File: src/rtl/jt08_adpcmb_pkg.sv
// Shared constants for the ADPCM-B register front-end: register offsets,
// ctrl1 bit positions, memory FSM state encoding and the address shift.
package jt08_adpcmb_pkg;

    localparam logic [3:0] REG_CTRL1   = 4'h0;
    localparam logic [3:0] REG_CTRL2   = 4'h1;
    localparam logic [3:0] REG_START_L = 4'h2;
    localparam logic [3:0] REG_START_H = 4'h3;
    localparam logic [3:0] REG_STOP_L  = 4'h4;
    localparam logic [3:0] REG_STOP_H  = 4'h5;
    localparam logic [3:0] REG_DATA    = 4'h8;
    localparam logic [3:0] REG_DELTA_L = 4'h9;
    localparam logic [3:0] REG_DELTA_H = 4'hA;
    localparam logic [3:0] REG_LEVEL   = 4'hB;
    localparam logic [3:0] REG_LIMIT_L = 4'hC;
    localparam logic [3:0] REG_LIMIT_H = 4'hD;

    localparam int unsigned CTRL1_START   = 7;
    localparam int unsigned CTRL1_REC     = 6;
    localparam int unsigned CTRL1_MEMDATA = 5;
    localparam int unsigned CTRL1_REPEAT  = 4;
    localparam int unsigned CTRL1_RESET   = 0;

    // Register addresses are in 32-byte units
    localparam int unsigned ADDR_SHIFT = 5;

    typedef logic [1:0] mem_state_t;
    localparam mem_state_t ST_IDLE = 2'd0;
    localparam mem_state_t ST_REQ  = 2'd1;
    localparam mem_state_t ST_WAIT = 2'd2;

endpackage

File: src/rtl/jt08_adpcmb_memif.sv
// CPU sample-memory access FSM, address pointer, end-of-sample flag and the
// optional read queue (enabled by JT08_ADPCMB_MEMRD_EN).
module jt08_adpcmb_memif
    import jt08_adpcmb_pkg::*;
#(
    parameter int AW = 21
) (
    input  logic          clk,
    input  logic          rst,
    input  logic          cpu_mode,
    input  logic          rec,
    input  logic          wr_req,
    input  logic          rd_req,
    input  logic [7:0]    din,
    input  logic          ptr_load,
    input  logic [AW-1:0] astart,
    input  logic [AW-1:0] aend,
    input  logic [AW-1:0] alimit,
    input  logic          mem_ack,
    input  logic [7:0]    mem_din,
    input  logic          clr_flag,
    output logic [AW-1:0] ptr,
    output logic          mem_wr,
    output logic          mem_rd,
    output logic [7:0]    mem_dout,
    output logic          brdy,
    output logic          eos_mem,
    output logic [7:0]    rd_data
);

    mem_state_t state;
    logic       op_rd;
    logic       rd_start;
    logic       start_wr;
    logic       start_rd;
    logic       done;
    logic       eos_set;

`ifdef JT08_ADPCMB_MEMRD_EN
    assign rd_start = rd_req & ~rec;
`else
    assign rd_start = 1'b0;
`endif

    assign start_wr = wr_req & cpu_mode & (state == ST_IDLE);
    assign start_rd = rd_start & ~wr_req & cpu_mode & (state == ST_IDLE);
    assign done     = (state == ST_WAIT) & cpu_mode & mem_ack;
    assign eos_set  = done & (ptr == aend);

    always_ff @(posedge clk or posedge rst) begin
        if (rst) begin
            state    <= ST_IDLE;
            op_rd    <= 1'b0;
            mem_dout <= '0;
            brdy     <= 1'b1;
        end else if (state != ST_IDLE && !cpu_mode) begin
            // Playback took the bus: abandon the access, any ack is discarded
            state <= ST_IDLE;
            brdy  <= 1'b1;
        end else begin
            case (state)
                ST_IDLE: begin
                    if (start_wr) begin
                        mem_dout <= din;
                        op_rd    <= 1'b0;
                        state    <= ST_REQ;
                        brdy     <= 1'b0;
                    end else if (start_rd) begin
                        op_rd <= 1'b1;
                        state <= ST_REQ;
                        brdy  <= 1'b0;
                    end
                end
                ST_REQ:  state <= ST_WAIT;
                ST_WAIT: begin
                    if (mem_ack) begin
                        state <= ST_IDLE;
                        brdy  <= 1'b1;
                    end
                end
                default: state <= ST_IDLE;
            endcase
        end
    end

    always_ff @(posedge clk or posedge rst) begin
        if (rst) begin
            ptr     <= '0;
            eos_mem <= 1'b0;
        end else begin
            if (ptr_load) begin
                ptr <= astart;
            end else if (done && !eos_set) begin
                if (ptr == alimit) ptr <= '0;
                else               ptr <= ptr + AW'(1);
            end
            if (eos_set)                   eos_mem <= 1'b1;
            else if (ptr_load || clr_flag) eos_mem <= 1'b0;
        end
    end

    assign mem_wr = (state != ST_IDLE) & ~op_rd;

`ifdef JT08_ADPCMB_MEMRD_EN
    logic [7:0] q0;
    logic [7:0] q1;

    // Each accepted read pops the head now and refills the tail on ack,
    // so a pointer load leaves two zero bytes ahead of real data.
    always_ff @(posedge clk or posedge rst) begin
        if (rst) begin
            q0 <= '0;
            q1 <= '0;
        end else if (ptr_load) begin
            q0 <= '0;
            q1 <= '0;
        end else begin
            if (start_rd)      q0 <= q1;
            if (done && op_rd) q1 <= mem_din;
        end
    end

    assign mem_rd  = (state != ST_IDLE) & op_rd;
    assign rd_data = q0;
`else
    logic unused_rd;
    assign unused_rd = ^{rd_req, rec, mem_din};
    assign mem_rd    = 1'b0;
    assign rd_data   = '0;
`endif

endmodule

File: src/rtl/jt08_adpcmb_ctrl.sv
// ADPCM-B register file, START command pulse and sample-memory address mux.
// Optional CPU memory reads are enabled by JT08_ADPCMB_MEMRD_EN.
module jt08_adpcmb_ctrl
    import jt08_adpcmb_pkg::*;
#(
    parameter int AW = 21
) (
    input  logic          clk,
    input  logic          rst,
    input  logic          wr_n,
    input  logic          rd_n,
    input  logic [3:0]    reg_sel,
    input  logic [7:0]    din,
    output logic [7:0]    dout,
    output logic [15:0]   delta_n,
    output logic [AW-1:0] astart,
    output logic [AW-1:0] aend,
    output logic [AW-1:0] alimit,
    output logic          arepeat,
    output logic          on,
    output logic          clr,
    output logic          acmd_up_b,
    output logic [7:0]    level,
    output logic [1:0]    pan,
    input  logic [AW-1:0] play_addr,
    output logic [AW-1:0] mem_addr,
    output logic          mem_wr,
    output logic          mem_rd,
    output logic [7:0]    mem_dout,
    input  logic [7:0]    mem_din,
    input  logic          mem_ack,
    output logic          brdy,
    output logic          eos_mem,
    input  logic          clr_flag
);

    logic [7:0]    ctrl1;
    logic [15:0]   start_a;
    logic [15:0]   stop_a;
    logic [15:0]   limit_a;
    logic          wr_en;
    logic          wr_data;
    logic          rd_data_req;
    logic          ptr_load;
    logic          cpu_mode;
    logic          brdy_mif;
    logic [AW-1:0] ptr;
    logic          unused_ctrl;

    assign wr_en       = ~wr_n;
    assign wr_data     = wr_en & (reg_sel == REG_DATA);
    assign rd_data_req = ~rd_n & (reg_sel == REG_DATA);
    assign ptr_load    = wr_en & (reg_sel == REG_CTRL1) &
                         din[CTRL1_MEMDATA] & ~ctrl1[CTRL1_MEMDATA];

    always_ff @(posedge clk or posedge rst) begin
        if (rst) begin
            ctrl1     <= '0;
            pan       <= '0;
            start_a   <= '0;
            stop_a    <= '0;
            limit_a   <= '0;
            delta_n   <= '0;
            level     <= '0;
            acmd_up_b <= 1'b0;
        end else begin
            acmd_up_b <= wr_en & (reg_sel == REG_CTRL1) & din[CTRL1_START];
            if (wr_en) begin
                case (reg_sel)
                    REG_CTRL1:   ctrl1         <= din;
                    REG_CTRL2:   pan           <= din[7:6];
                    REG_START_L: start_a[7:0]  <= din;
                    REG_START_H: start_a[15:8] <= din;
                    REG_STOP_L:  stop_a[7:0]   <= din;
                    REG_STOP_H:  stop_a[15:8]  <= din;
                    REG_DELTA_L: delta_n[7:0]  <= din;
                    REG_DELTA_H: delta_n[15:8] <= din;
                    REG_LEVEL:   level         <= din;
                    REG_LIMIT_L: limit_a[7:0]  <= din;
                    REG_LIMIT_H: limit_a[15:8] <= din;
                    default: ;
                endcase
            end
        end
    end

    assign astart   = AW'({start_a, {ADDR_SHIFT{1'b0}}});
    assign aend     = AW'({stop_a,  {ADDR_SHIFT{1'b1}}});
    assign alimit   = AW'({limit_a, {ADDR_SHIFT{1'b1}}});
    assign arepeat  = ctrl1[CTRL1_REPEAT];
    assign on       = ctrl1[CTRL1_START];
    assign clr      = ctrl1[CTRL1_RESET];
    assign cpu_mode = ctrl1[CTRL1_MEMDATA] & ~ctrl1[CTRL1_START] & ~ctrl1[CTRL1_RESET];
    assign brdy     = brdy_mif & ~ctrl1[CTRL1_START];

    assign unused_ctrl = ^ctrl1[3:1];

    always_ff @(posedge clk or posedge rst) begin
        if (rst) mem_addr <= '0;
        else     mem_addr <= cpu_mode ? ptr : play_addr;
    end

    jt08_adpcmb_memif #(.AW(AW)) u_memif (
        .clk      (clk),
        .rst      (rst),
        .cpu_mode (cpu_mode),
        .rec      (ctrl1[CTRL1_REC]),
        .wr_req   (wr_data),
        .rd_req   (rd_data_req),
        .din      (din),
        .ptr_load (ptr_load),
        .astart   (astart),
        .aend     (aend),
        .alimit   (alimit),
        .mem_ack  (mem_ack),
        .mem_din  (mem_din),
        .clr_flag (clr_flag),
        .ptr      (ptr),
        .mem_wr   (mem_wr),
        .mem_rd   (mem_rd),
        .mem_dout (mem_dout),
        .brdy     (brdy_mif),
        .eos_mem  (eos_mem),
        .rd_data  (dout)
    );

endmodule
File: config.mk
export PLATFORM = sky130hd
export DESIGN_NAME = jt08_adpcmb_ctrl
export DESIGN_NICKNAME = d
export VERILOG_FILES = /design/src/rtl/jt08_adpcmb_pkg.sv /design/src/rtl/jt08_adpcmb_memif.sv /design/src/rtl/jt08_adpcmb_ctrl.sv
export SDC_FILE = /design/constraint.sdc
export NUM_CORES = 1
export LEC_CHECK = 0
export CORE_AREA = 2 2 121 123
export DETAILED_ROUTE_END_ITERATION = 7
export DIE_AREA = 0 0 123 125
export PLACE_DENSITY_LB_ADDON = 0.25
export SLEW_MARGIN = 10
export SYNTH_ARGS = -nofsm -noshare
export SYNTH_HDL_FRONTEND = slang
export SYNTH_SLANG_ARGS = --single-unit
File: constraint.sdc
create_clock -name clk -period 15.4 [get_ports clk]
set_input_delay 4.62 -clock clk [delete_from_list [all_inputs] [get_ports clk]]
set_output_delay 4.62 -clock clk [all_outputs]
set_load 0.05 [all_outputs]
# Word level (Yosys, flattened, before mapping)
# Index checks and enable logic that the tools add are counted.
# Widths: inputs -> output; s select.
[totals]
regBits = 137
in_bits = 47
[op_classes]
add_sub_neg = 1
n_eq_ne = 17
n_mux = 14
bitwise_logic = 18
reduce_logical = 25
[ops]
columns = ["cell", "n"]
rows = [
  ["$mux 21", 4],
  ["$eq 21x21->1", 2],
  ["$eq 4x4->1 const B", 6],
  ["$reduce_and 2->1", 12],
  ["$add 21x1->21 const B", 1],
  ["$and 1x1->1", 13],
  ["$eq 4x2->1 const B", 2],
  ["$eq 4x3->1 const B", 2],
  ["$mux 2", 3],
  ["$pmux 2 s3", 1],
  ["$reduce_and 3->1", 2],
  ["$reduce_bool 2->1", 3],
  ["$mux 1", 5],
  ["$not 1->1", 5],
  ["$eq 4x1->1 const B", 1],
  ["$logic_not 4->1", 1],
  ["$ne 3x2->1 const B", 1],
  ["$ne 3x3->1 const B", 1],
  ["$reduce_bool 3->1", 1],
  ["$eq 2x1->1 const B", 1],
  ["$eq 2x2->1 const B", 1],
  ["$logic_and 1x1->1", 2],
  ["$logic_not 1->1", 2],
  ["$logic_not 2->1", 1],
  ["other kinds (2)", 2],
]

# Longest topological paths before layout
[logic_depth]
ltp_word = 10
depth_mapped = 9
ltp_nobuf = 7

# Modules after synthesis
# Synthesis repeated with hierarchy kept, for this count alone.
[hier_totals]
hier_cells = 522
hier_area_um2 = 6422.4
[by_module_without_submodules]
columns = ["mod", "n_inst", "cells_per_inst", "area_per_inst_um2", "seq_area_each_um2"]
rows = [
  ["jt08_adpcmb_ctrl", 1, 252, 3983.8, 2527.4],
  ["jt08_adpcmb_memif", 1, 270, 2438.6, 827.0],
]

# Worst setup path after synthesis
# OpenSTA, ideal clock, no wires.
[synth_timing]
path_kind = "input -> register"
from = "input port reg_sel[2]"
to = "register u_memif.ptr[15]"
setup_ps = 126
t_arrival_ps = 6300
t_required_ps = 15274
setup_slack_ps = 8974
cell_stages = 7
n_path_buf = 1
path_cell_list = "or3_1 -> or3_1 -> buf_2 -> nor3b_4 -> nor2_1 -> a21o_1 -> a221o_1"
[synth_via]
elab_chain_cells = 5
[synth_lines]
columns = ["element", "line", "rtl"]
rows = [
  ["start: declaration", "jt08_adpcmb_ctrl.sv:12", "input logic [3:0] reg_sel,"],
  ["$logic_not 4->1 (*)", "jt08_adpcmb_ctrl.sv:53", "assign ptr_load = wr_en & (reg_sel == REG_CTRL1) &"],
  ["$and 1x1->1 (*) (2 in series)", "jt08_adpcmb_ctrl.sv:53", ""],
  ["$and 1x1->1 (*)", "jt08_adpcmb_ctrl.sv:54", "din[CTRL1_MEMDATA] & ~ctrl1[CTRL1_MEMDATA];"],
  ["$mux 21 / $reduce_bool 2->1 (equally long branches)", "-", ""],
  ["end signal: assignment", "jt08_adpcmb_memif.sv:92", "ptr <= astart;"],
  ["end signal: assignment", "jt08_adpcmb_memif.sv:95", "else ptr <= ptr + AW'(1);"],
  ["end: declaration", "jt08_adpcmb_memif.sv:22", "output logic [AW-1:0] ptr,"],
]
# Mark *: on every way between the ends. The rest lies on a longest branch, timed or not.
# A chain may end at the register's enable or synchronous reset.

# Worst setup path in the final report
[layout_timing]
from = "input port mem_ack"
to = "register u_memif.ptr[13]"
[layout_via]
elab_chain_cells = 5
[layout_lines]
columns = ["element", "line", "rtl"]
rows = [
  ["start: declaration", "jt08_adpcmb_ctrl.sv:31", "input logic mem_ack,"],
  ["$and 1x1->1 (*)", "jt08_adpcmb_memif.sv:47", "assign done = (state == ST_WAIT) & cpu_mode & mem_ack;"],
  ["$and 1x1->1", "jt08_adpcmb_memif.sv:48", "assign eos_set = done & (ptr == aend);"],
  ["$logic_not 1->1", "jt08_adpcmb_memif.sv:93", "end else if (done && !eos_set) begin"],
  ["$logic_and 1x1->1 (*)", "jt08_adpcmb_memif.sv:93", ""],
  ["$reduce_bool 2->1 (no line) (*)", "-", ""],
]
# Marked as above.

==> summary.txt <==
Status
  • Status: complete, no violations

Route
  • Vias per cell: ~5.4
  • Detail Route Antenna Nets: 0
  • DR vias: 4706
  • Drt wl/cell: 19.4 um
  • DRT Pass-1 Iters: 5
  • # DRC: 0
  • Initial drt markers: 277
  • WL final: between 15000 and 20000 um

Synthesis
  • Ys async rst share: 100%
  • YS warnings: 0
  • Area share of the largest cell type after synthesis: 53.6%
  • Mapped cell area: 0.00616 sq mm
  • Mean cell area of the mapped netlist: roughly 11 sq um
  • Ys flop type: dfrtp_1
  • Cell accounting for the most synthesized area: dfrtp_1
  • Cell variety after synth: between 40 and 50
  • List of most frequent post-synthesis cells: 132 x dfrtp_1, 95 x nand2_1, 79 x mux2_2, 25 x buf_4, 24 x clkbuf_1
  • Cell count after synthesis: 552
  • Post-synth EDFFs: 0
  • Sequential fraction of the synthesis area: ~54%
  • Synth top area cells: dfrtp_1 54%, mux2_2 14%, nand2_1 5.8%, buf_4 3.0%, xnor2_1 2.3%
  • Yosys reg bits: 133
  • Most common cell in the synthesized netlist: dfrtp_1

Power and ir drop
  • PD cells: between 150 and 200 mW/mm^2
  • Total Power: around 1.3 mW
  • Peak VDD IR: 0.0987 mV
  • Pleak: 3.51 nW

Clock network
  • CTS Buffer Depth: 2
  • CTS buffer count: 17
  • Clk sinks: 133
  • CTS hold repair buffers: 0
  • Worst-Skew Late Latency: between 0.4 and 0.5 ns
  • Post-CTS Setup Bufs: 0
  • H-Tree Depth: 4
  • CTS clk-pin slew, worst paths: 0.05 ns
  • Clock Root Buffer: clkbuf_16
  • CTS tree: done
  • Post-cts sizing count: 0

Global route
  • Total track usage: 22.8%
  • Busiest layer in global routing: met2
  • Pin count of the biggest net entering global routing: 69
  • GR Layer Usage met1: 29.6%
  • Congestion Overflow GR: 0
  • Vias in the first global route: around 4800
  • Global-route wire length before repair: 26500 um
  • M2 GR Usage: 35.0%
  • Grt met3 use: 8.49%
  • Antenna violations before repair: 0

STA
  • RSZ-0062 raised after global routing: false
  • Post-route minimum period: 7.16 ns
  • Setup_tns: 0 ns
  • Worst Skew: 0.00705 ns
  • Slew Limit Fails: 0
  • Finish-stage setup viols: 0
  • Number of hold violations in the final report: 0
  • Rel. slew slack: 39.1%
  • Fmax achieved: 140 MHz
  • Final period util: between 40% and 50%
  • Slew @ Worst Pin: slightly above 0.9 ns

Die
  • Starting Density: 43.4%
  • Die Area: 0.0154 sq mm
  • DIE WIDTH: 123 um
  • Die Y: 125 um
  • IO Pins: 181
  • Row Count: 44
  • Core area: 0.0142 sq mm

Job
  • Max_cap viols: 0

Critical path
  • CP Capture Type: flop
  • Worst path arrival time: 7.52 ns
  • Crit Path Class: primary input to flop
  • Crit path max fanout: 18
  • Crit start category: primary input
  • Worst path required time: approximately 16 ns
  • Reg2reg setup slack: 12.05 ns

Finish
  • Antenna cells: 0
  • Layout cells sized above 1: 16.9%
  • Area grow syn2layout: 33.0%
  • Nets: 731
  • Non-Filler Instances: 876

Place
  • GPL Wtd Cong: roughly 0.91
  • Placed instance count: roughly 850
  • PortBufs: between 100 and 150
  • DP HPWL: 11600 um

Worst hold path
  • Worst Hold Class: flop to flop
==> final timing paths <==
kind / startpoint / end / depth (start not counted)
max: mem_ack / u_memif.ptr[13] / 7
min: u_memif.brdy / u_memif.brdy / 2
max reg2reg: u_memif.ptr[5] / u_memif.ptr[19] / 7
min reg2reg: u_memif.brdy / u_memif.brdy / 2
max in group asynchronous: rst / ctrl1[0] / 3
min in group asynchronous: rst / mem_addr[4] / 2
==> state kept, by name, summed over array words and instances, names as in the netlist, 2 cells and up <==
signal	count
ctrl1	4
delta_n	16
limit_a	16
level	8
mem_addr	21
u_memif.state	2
start_a	16
pan	2
stop_a	16
u_memif.mem_dout	8
u_memif.ptr	21
==> worst max-delay path, stage by stage <==
cell and delay (ns):
clkdlybuf4s50_1 0.48, nor2b_1 0.18, nand3_1 0.14, a21oi_1 0.73
nand2b_1 0.62, or4_1 0.66, nand2_1 0.08
==> power by group <==
group	switching, mW	internal (mW)	leakage (nW)	total (mW)
Combinational	0.309	0.169	1.59	0.478
Sequential	0.0637	0.416	1.66	0.480
Clock	0.140	0.242	0.271	0.381
==> routing by layer <==
layer | part of all wire (%) | vias to the layer above | wire length [um]
met4 | 2.1 | 0 | 363
met5 | 0 | - | 0
met2 | 47 | 215 | 8020
li1 | - | 2121 | -
met3 | 9.8 | 32 | 1670
met1 | 41 | 2338 | 6910
==> cells in the final DEF (no fill, tap or decap), types with 3 or more instances in the layout <==
| cell | synthesis | routed |
|---|---|---|
| clkdlybuf4s50_1 | 0 | 147 |
| dfrtp_1 | 132 | 132 |
| nor3_1 | 7 | 7 |
| o311ai_0 | 10 | 10 |
| nand2_1 | 95 | 95 |
| clkbuf_1 | 24 | 3 |
| inv_1 | 5 | 4 |
| nor2_1 | 13 | 13 |
| conb_1 | 2 | 24 |
| o211ai_1 | 5 | 5 |
| nand2b_1 | 4 | 4 |
| a21o_1 | 4 | 4 |
| mux2_2 | 79 | 79 |
| clkbuf_16 | 0 | 17 |
| and3_1 | 9 | 9 |
| a221o_1 | 3 | 3 |
| nor4_1 | 5 | 5 |
| nand3_1 | 20 | 20 |
| a221oi_1 | 3 | 3 |
| nand4_1 | 6 | 6 |
| nand3b_1 | 4 | 4 |
| xor2_1 | 16 | 16 |
| xnor2_1 | 16 | 16 |
| clkinv_2 | 0 | 4 |
| buf_4 | 25 | 4 |
| a21oi_1 | 3 | 3 |
| nor2b_1 | 7 | 7 |
| o21ai_0 | 18 | 18 |
==> metrics by stage <==
step                      instance area (sq um)  setup WS (ns)  utilization (%)  hold slack [ns]
after global routing                       8190           8.04             57.7            0.487
after detailed placement                   7650           7.86             53.8            0.446
after floorplan                            6240           7.23                -            0.432
final                                      8190           8.24             57.7            0.456
after global placement                     7650           7.93             53.8            0.444
after CTS                                  8190           8.28             57.7            0.452
==> area by class of cell <==
type                    count  area, sq um
clock buffers              22          464
clock inverters             6         80.1
fillers                  1230         6010
inverters                   5         21.3
multi-input cells         375         2570
flip-flops and latches    133         3330
well taps                 184          230
repair buffers            151         1500
==> cell families (layout without fill, tap and decap cells) <==
family          count (synthesis)  after routing  share of synthesized area, %
fa+ha+maj                       1              1                         0.203
other cells                     2             24                         0.122
compound gates                 50             50                          5.65
buf+inv                        66            184                          5.73
mux                            81             81                          14.8
xor+xnor                       32             32                          4.55
flops                         133            133                          54.0
simple gates                  187            187                          14.9
Note: power is estimated with default switching activity, not from simulation.
